[src/rtl/if_id_stage_reg_pkg.sv]
// Shared constants for the IF/ID pipeline register: default widths, the bubble
// encoding and the position of the ARM condition field.
package if_id_stage_reg_pkg;

    localparam int          DEF_WORD_W   = 32;
    localparam int          DEF_CNT_W    = 16;
    localparam logic [31:0] DEF_NOP_INSN = 32'h0000_0000;

    localparam int COND_MSB = 31;
    localparam int COND_LSB = 28;
    localparam int COND_W   = COND_MSB - COND_LSB + 1;

endpackage

[src/rtl/if_id_stage_reg_sat_counter.sv]
// Saturating up-counter; sticks at all-ones instead of wrapping.
module sat_counter #(
    parameter int CNT_W = 16
) (
    input  logic             clk,
    input  logic             rst,
    input  logic             inc,
    output logic [CNT_W-1:0] count
);

    localparam logic [CNT_W-1:0] CNT_MAX = '1;
    localparam logic [CNT_W-1:0] CNT_ONE = CNT_W'(1);

    always_ff @(posedge clk or negedge rst) begin
        if (!rst) begin
            count <= '0;
        end else if (inc && (count != CNT_MAX)) begin
            count <= count + CNT_ONE;
        end
    end

endmodule

[src/rtl/if_id_stage_reg.sv]
// IF/ID pipeline register: loads PC+4 and instruction, holds on freeze, squashes
// to a bubble on flush, and counts stalled and squashed valid slots.
module if_id_stage_reg
    import if_id_stage_reg_pkg::*;
#(
    parameter int                WORD_W   = DEF_WORD_W,
    parameter int                CNT_W    = DEF_CNT_W,
    parameter logic [WORD_W-1:0] NOP_INSN = DEF_NOP_INSN
) (
    input  logic              clk,
    input  logic              rst,
    input  logic              freeze,
    input  logic              flush,
    input  logic              fetch_valid,
    input  logic [WORD_W-1:0] pc_in,
    input  logic [WORD_W-1:0] instruction_in,
    output logic [WORD_W-1:0] pc_out,
    output logic [WORD_W-1:0] instruction_out,
    output logic              valid_out,
    output logic [COND_W-1:0] cond_out,
    output logic [CNT_W-1:0]  stall_cnt,
    output logic [CNT_W-1:0]  flush_cnt
);

    localparam logic [COND_W-1:0] NOP_COND = NOP_INSN[COND_MSB:COND_LSB];

    logic stall_event;
    logic flush_event;

    // Flush wins over freeze, so a simultaneous pair is only ever a flush event.
    assign flush_event = flush && valid_out;
    assign stall_event = !flush && freeze && valid_out;

    // An invalid fetch is stored as the bubble encoding so no stale word leaks to ID.
    always_ff @(posedge clk or negedge rst) begin
        if (!rst) begin
            pc_out          <= '0;
            instruction_out <= NOP_INSN;
            cond_out        <= NOP_COND;
            valid_out       <= 1'b0;
        end else if (flush) begin
            pc_out          <= pc_in;
            instruction_out <= NOP_INSN;
            cond_out        <= NOP_COND;
            valid_out       <= 1'b0;
        end else if (!freeze) begin
            pc_out    <= pc_in;
            valid_out <= fetch_valid;
            if (fetch_valid) begin
                instruction_out <= instruction_in;
                cond_out        <= instruction_in[COND_MSB:COND_LSB];
            end else begin
                instruction_out <= NOP_INSN;
                cond_out        <= NOP_COND;
            end
        end
    end

    sat_counter #(.CNT_W(CNT_W)) u_stall_cnt (
        .clk   (clk),
        .rst   (rst),
        .inc   (stall_event),
        .count (stall_cnt)
    );

    sat_counter #(.CNT_W(CNT_W)) u_flush_cnt (
        .clk   (clk),
        .rst   (rst),
        .inc   (flush_event),
        .count (flush_cnt)
    );

endmodule
[config.mk]
export PLATFORM = sky130hd
export DESIGN_NAME = if_id_stage_reg
export DESIGN_NICKNAME = d
export VERILOG_FILES = /design/src/rtl/if_id_stage_reg_pkg.sv /design/src/rtl/if_id_stage_reg_sat_counter.sv /design/src/rtl/if_id_stage_reg.sv
export SDC_FILE = /design/constraint.sdc
export NUM_CORES = 1
export LEC_CHECK = 0
export ABC_AREA = 1
export CAP_MARGIN = 5
export CORE_ASPECT_RATIO = 0.6
export CORE_MARGIN = 10
export CORE_UTILIZATION = 44
export DETAILED_ROUTE_END_ITERATION = 10
export GPL_TIMING_DRIVEN = 0
export PLACE_DENSITY = 0.8
export SLEW_MARGIN = 20
export SYNTH_ARGS = -nofsm -noshare
export SYNTH_HDL_FRONTEND = slang
export SYNTH_SLANG_ARGS = --single-unit
[constraint.sdc]
create_clock -name clk -period 1.75 [get_ports clk]
set_clock_uncertainty 0.1 [all_clocks]
set_input_delay 0.35 -clock clk [delete_from_list [all_inputs] [get_ports clk]]
set_output_delay 0.35 -clock clk [all_outputs]
set_load 0.03 [all_outputs]
==> results_dict.tcl, run 1 <==
set metrics [dict create \
    clkTransAtPathRegs_ps 70 \
    drtPass1Iterations 4 \
    max_cap_violations 0 \
    finalPower_mw 5.880 \
    grt_pass1_vias 4156 \
    r2r_setup_slack_ps 150 \
    crit_family "flip-flops" \
    pwr_density_cell_nw_per_um2 890.4 \
    final.setup.tns_ps 0 \
    critPathArrivalTime_ps 1240 \
    rsz0062_at_grt "false" \
    crit_path_end_kind "output pin" \
    die_y_um 98.48 \
    coreArea_um2 9950 \
    synth_nets 641 \
    cts_num_sinks 97 \
    path_class "flip-flop to output pin" \
    top_layer_used "met4" \
    post-place-cells 875 \
    cts_max_level 3 \
    finalMaxSlewViolations 0 \
    hold_viol 0 \
    wl_met1_mm 5.945 \
    dieArea_um2 14850 \
    drt_wl_total_mm 13.69 \
    period_share_pct 96.34 \
    cpPeakStageDelay_ps 470 \
    gp_congestion 0.8572 \
    cts_buffer_depth 2 \
    final_layout_size_suffix_gt1_share_pct 7.926 \
    initial_core_util_pct 45.40 \
    wl_met2_mm 6.264 \
    drc 0 \
    grt_overflow 0 \
    post-place-ws_ps -224.6 \
    postPlaceCellArea_um2 6409 \
    vias_per_cell 4.815 \
    ys_async_sr_fraction_pct 100.0 \
    numCtsBuffers 9 \
    ys_seq_elements 97 \
    status "completed" \
    grt_start_max_net_pins 82 \
    cp_slowest_cell "dfrtp_1" \
    synthCells 570 \
    fin_util_pct 66.37 \
    post_drt_wl_per_cell_um 15.35 \
    io_buffer_count 169 \
    cts_tree "done" \
    nets 824 \
    setup_ws_ps 64.10 \
    grt_first_pass_wirelength_mm 21.79 \
    critPathRequiredTime_ps 1300 \
    min_period_ps 1686 \
    io_pins 170 \
    routed-wl-met3_mm 1.332 \
    antenna_found_initial 0 \
    place_hpwl_mm 10.70 \
    whs_ps 312.9 \
    vias 4295 \
    ys_types 24 \
    rows 28 \
    ys.flop_type "dfrtp_1" \
    cp-start-kind "flip-flop" \
    tightest_slew_ps 469.4 \
    clkLatencyLatePin_ps 340 \
    synth_edf_count 0 \
    worst-path-buf-inv 1 \
    synthToLayoutAreaGrowth_pct 46.20 \
    ir_drop_mv 0.9275 \
    crit_chain "dlygate4sd2_1" \
    hold_class "input pin to asynchronous set/reset pin" \
    slew_headroom_pct 68.71 \
    avgSynthCellArea_um2 7.924 \
    fin_area_um2 6604 \
    cellLeakagePower_nw 3.462 \
    drtIter0Drc 238 \
    stdcell_count 892 \
    ant_nets 0 \
    antenna-diode-count 0 \
    cp_max_fo 6 \
    yosys_warnings 0 \
    synth_area_um2 4517 \
    cts-root-buf "clkbuf_16" \
    ys_seq_area_share_pct 53.74 \
    grt.total_usage_pct 18.15 \
    fmax_ghz 0.5932 \
    setup_viol 0 \
    die_w_um 150.8 \
]
synthesized netlist by cell type (3+ instances only):
master / number / area share, %
buf_2: 7 / 0.78
buf_4: 4 / 0.66
clkbuf_1: 6 / 0.50
dfrtp_1: 97 / 54
inv_1: 60 / 5.0
nand2_1: 259 / 22
nand2_2: 3 / 0.42
nand3_1: 13 / 1.4
nand3b_1: 4 / 0.66
nand4_1: 7 / 0.97
nor2_1: 32 / 2.7
nor2_2: 4 / 0.55
nor2_4: 4 / 1.0
o21ai_0: 43 / 4.8
o21ai_1: 5 / 0.55
o21ai_2: 4 / 0.78
xnor2_1: 5 / 0.97
xor2_1: 4 / 0.78
placed cells by master (no fill, tap or decap), types with 3 or more instances in the layout:
master / synthesis / routed
nand2_1: 259 / 259
dlygate4sd2_1: 0 / 100
dfrtp_1: 97 / 94
clkdlybuf4s50_1: 0 / 67
inv_1: 60 / 59
o21ai_0: 43 / 42
nor2_1: 32 / 30
nand3_1: 13 / 12
clkbuf_16: 0 / 9
buf_2: 7 / 7
nand4_1: 7 / 7
clkbuf_1: 6 / 6
o21ai_1: 5 / 6
nor2_4: 4 / 5
nor2_2: 4 / 5
xnor2_1: 5 / 5
buf_4: 4 / 5
nand3b_1: 4 / 4
o21ai_2: 4 / 4
xor2_1: 4 / 4
nand2_2: 3 / 3
inv_2: 2 / 3
clkinv_4: 0 / 3
dfrtp_2: 0 / 3
per-layer routing:
layer / track usage, % / up-vias
met3: 7.123 / 13
li1: - / 2117
met2: 28.58 / 132
met5: 0 / -
met4: 3.095 / 0
met1: 23.46 / 2033
cells by family (layout without fill, tap and decap cells):
group / Yosys count / in the layout / share of synthesized area [%]
buffers and inverters: 81 / 268 / 7.673
AOI/OAI and AO/OA: 52 / 52 / 6.094
adders and majority gates: 2 / 2 / 0.5539
DFF: 97 / 97 / 53.74
xor gates and xnor gates: 9 / 9 / 1.745
and+or+nand+nor: 329 / 329 / 30.19
sequential cells by signal (all words and copies together) (netlist names):
register and count:
instruction_out 32, pc_out 32, u_flush_cnt.count 16, u_stall_cnt.count 16, valid_out 1
worst paths after layout:
path	cells past startpoint	startpoint	end
max in group asynchronous	3	rst	u_stall_cnt.count[0]
max reg2reg	9	u_stall_cnt.count[1]	u_stall_cnt.count[4]
min	2	rst	u_flush_cnt.count[6]
min reg2reg	2	pc_out[18]	pc_out[18]
max	1	u_flush_cnt.count[2]	flush_cnt[2]
min in group clk	2	pc_out[18]	pc_out[18]
timing repair:
item                                   in CTS  in global routing
endpoints found under the hold margin      16                  0
setup endpoints to repair                 103                 30
gates resized for setup                   102                 10
setup buffers                               0                  1
hold buffers                                1                  0
pin swaps                                   0                  1
power by group:
group / switching (mW) / total (mW) / internal, mW
Clock: 0.848 / 1.81 / 0.960
Sequential: 0.219 / 2.66 / 2.44
Combinational: 0.876 / 1.41 / 0.533
area by class of cell:
class	count	area [um2]
Buffer	19	113.9
Clock buffer	9	225.2
Clock inverter	6	46.29
Fill cell	865	3346
Inverter	62	232.7
Multi-Input combinational cell	392	1773
Sequential cell	97	2431
Tap cell	135	168.9
Timing Repair Buffer	172	1613
No activity file was read; power rests on OpenSTA's default activity.
==> run 2, diff against run 1 <==
--- a/config.mk
+++ b/config.mk
@@ -5,11 +5,10 @@
 export SDC_FILE = /design/constraint.sdc
 export NUM_CORES = 1
 export LEC_CHECK = 0
-export ABC_AREA = 1
 export CAP_MARGIN = 5
 export CORE_ASPECT_RATIO = 0.6
-export CORE_MARGIN = 10
-export CORE_UTILIZATION = 44
+export CORE_MARGIN = 2
+export CORE_UTILIZATION = 42
 export DETAILED_ROUTE_END_ITERATION = 10
 export GPL_TIMING_DRIVEN = 0
 export PLACE_DENSITY = 0.8
==> run 2 against run 1 <==
  * Sequential power is 3% lower
  * Via count shrank 26%
  * Core utilization is 1.4 points higher
  * Clock power grew 8%
  * Highest routed layer unchanged
  * Sequential share of layout area grew 2.7 points
  * Flip-flop and latch count unchanged
  * Area after synthesis decreased by 12%
  * Combinational power down 23%
  * Register-to-register slack worse by 130 ps
  * Largest cell class unchanged
  * Count of clock-buffer cells in the layout up 3
  * Global-route usage rose by 2.4 points
==> results_dict.tcl, run 2 <==
set metrics [dict create \
    status "completed" \
    synth.top_cells.by_count "dfrtp_1 (97), mux2_2 (36), a22o_1 (32)" \
    grt_pass1_vias 3104 \
    cts_max_level 3 \
    ant_nets 0 \
    synth_most_common_cell "dfrtp_1" \
    synthCells 294 \
    drtIter0Drc 115 \
    ys_seq_area_share_pct 61.41 \
    clkLatencyLatePin_ps 330 \
    vias_per_cell 5.146 \
    post_drt_wl_per_cell_um 17.27 \
    fmax_ghz 0.5769 \
    critPathRequiredTime_ps 1860 \
    ys_async_sr_fraction_pct 100.0 \
    final.setup.tns_ps 0 \
    ys_seq_elements 97 \
    cp_max_fo 6 \
    synth_area_leader_cell "dfrtp_1" \
    critPathArrivalTime_ps 1840 \
    place_hpwl_mm 7.556 \
    setup_ws_ps 16.62 \
    clkTransAtPathRegs_ps 70 \
    final_layout_size_suffix_gt1_share_pct 21.97 \
    drc 0 \
    ys_types 35 \
    die_y_um 79.15 \
    synth_area_um2 3953 \
    hold_class "input pin to asynchronous set/reset pin" \
    synth_nets 365 \
    io_buffer_count 169 \
    hold_viol 0 \
    cp-start-kind "flip-flop" \
    vias 3175 \
    crit_path_end_kind "flip-flop" \
    drtPass1Iterations 4 \
    cts_buffer_depth 2 \
    max_cap_violations 0 \
    synth_edf_count 0 \
    path_class "flip-flop to flip-flop" \
    grt_start_max_net_pins 81 \
    pwr_density_cell_nw_per_um2 906.7 \
    dieArea_um2 10230 \
    synthToLayoutAreaGrowth_pct 57.04 \
    min_period_ps 1733 \
    post-place-ws_ps -865.1 \
    antenna-diode-count 0 \
    nets 553 \
    drt_wl_total_mm 10.65 \
    rows 27 \
    biggestRegsByFlops "instruction_out: 32 flops, pc_out: 32 flops" \
    final_common_cell "dlygate4sd2_1" \
    finalMaxSlewViolations 0 \
    yosys_warnings 0 \
    coreArea_um2 9155 \
    setup_viol 0 \
    cts-root-buf "clkbuf_16" \
    grt.total_usage_pct 20.52 \
    cts_tree "done" \
    avgSynthCellArea_um2 13.44 \
    grt_overflow 0 \
    die_w_um 129.2 \
    period_share_pct 99.05 \
    initial_core_util_pct 43.17 \
    synthTopCellsByArea "dfrtp_1 (61%), mux2_2 (10%), a22o_1 (7.1%), xor2_1 (3.3%), xnor2_1 (2.2%)" \
    ys.flop_type "dfrtp_1" \
    numCtsBuffers 9 \
    slew_headroom_pct 60.14 \
    ir_drop_mv 0.6524 \
    grt_first_pass_wirelength_mm 16.17 \
    gp_congestion 0.8448 \
    tightest_slew_ps 593.3 \
    cts_num_sinks 97 \
    synth_top_area_share_pct 61.41 \
    io_pins 170 \
    cellLeakagePower_nw 3.014 \
    antenna_found_initial 0 \
    mostFrequentLayoutCells "dlygate4sd2_1 (103), dfrtp_1 (77), clkdlybuf4s50_1 (65)" \
]
[run 2: report_power, final]
group          switching [mW]  internal (mW)
combinational           0.624          0.468
sequential              0.157           2.42
clock                   0.814           1.15
[run 2: logic make-up after synthesis]
family,synth area share (%)
flops,61.41
simple gates,10.86
compound gates,9.307
mux,10.26
xor+xnor,5.540
buf+inv,1.994
fa+ha+maj,0.6330
[run 2: layout make-up]
class                   instances  area (um2)
fillers                       706        2948
plain buffers                  14       93.84
multi-input cells             181        1541
well taps                     130       162.7
clock inverters                 4       52.55
inverters                       2       7.507
flip-flops and latches         97        2452
clock buffers                  12       246.5
repair buffers                177        1650
[run 2: routing by layer]
layer	vias to the layer above	global-route usage, %	wire length [um]
li1	1453	-	-
met5	-	0	0
met4	0	5.000	83
met3	7	6.402	758
met2	114	32.95	5024
met1	1601	27.32	4788
[run 2: path summary, 6_finish.rpt]
kind	from	to	slack (ps)	cells past startpoint
max in group asynchronous	rst	u_flush_cnt.count[4]	580	3
max	u_stall_cnt.count[4]	u_stall_cnt.count[9]	20	5
min	rst	pc_out[27]	310	2
max reg2reg	u_stall_cnt.count[4]	u_stall_cnt.count[9]	20	5
min in group clk	u_stall_cnt.count[15]	u_stall_cnt.count[15]	390	1
min reg2reg	u_stall_cnt.count[15]	u_stall_cnt.count[15]	390	1
[run 2: per-stage QoR]
step                area, um2  hold WS [ps]  utilization (%)  instances  power, mW
CTS                      6121         305.4            66.86        614      5.684
detailed placement       5867         95.77            64.08        594      3.802
floorplan                3984        -45.59                -        294      3.155
global route             6207         328.7            67.80        617      5.858
finish                   6207         309.4            67.80        617      5.628
global placement         5838         374.6            63.77        593      3.759
[run 2: repair_timing]
item / CTS / global route
resized for setup: 117 / 13
endpoints found under the setup margin: 177 / 15
hold buffers: 1 / 0
hold endpoints to repair: 17 / 0
pin swaps: 1 / 2
setup buffers: 3 / 3
[run 2: worst max-delay path, stage by stage (launching register included)]
cell	delay (ps)
dfrtp_2	420
nand4_1	280
nor4_4	410
buf_6	200
nor2_1	70
xor2_1	140
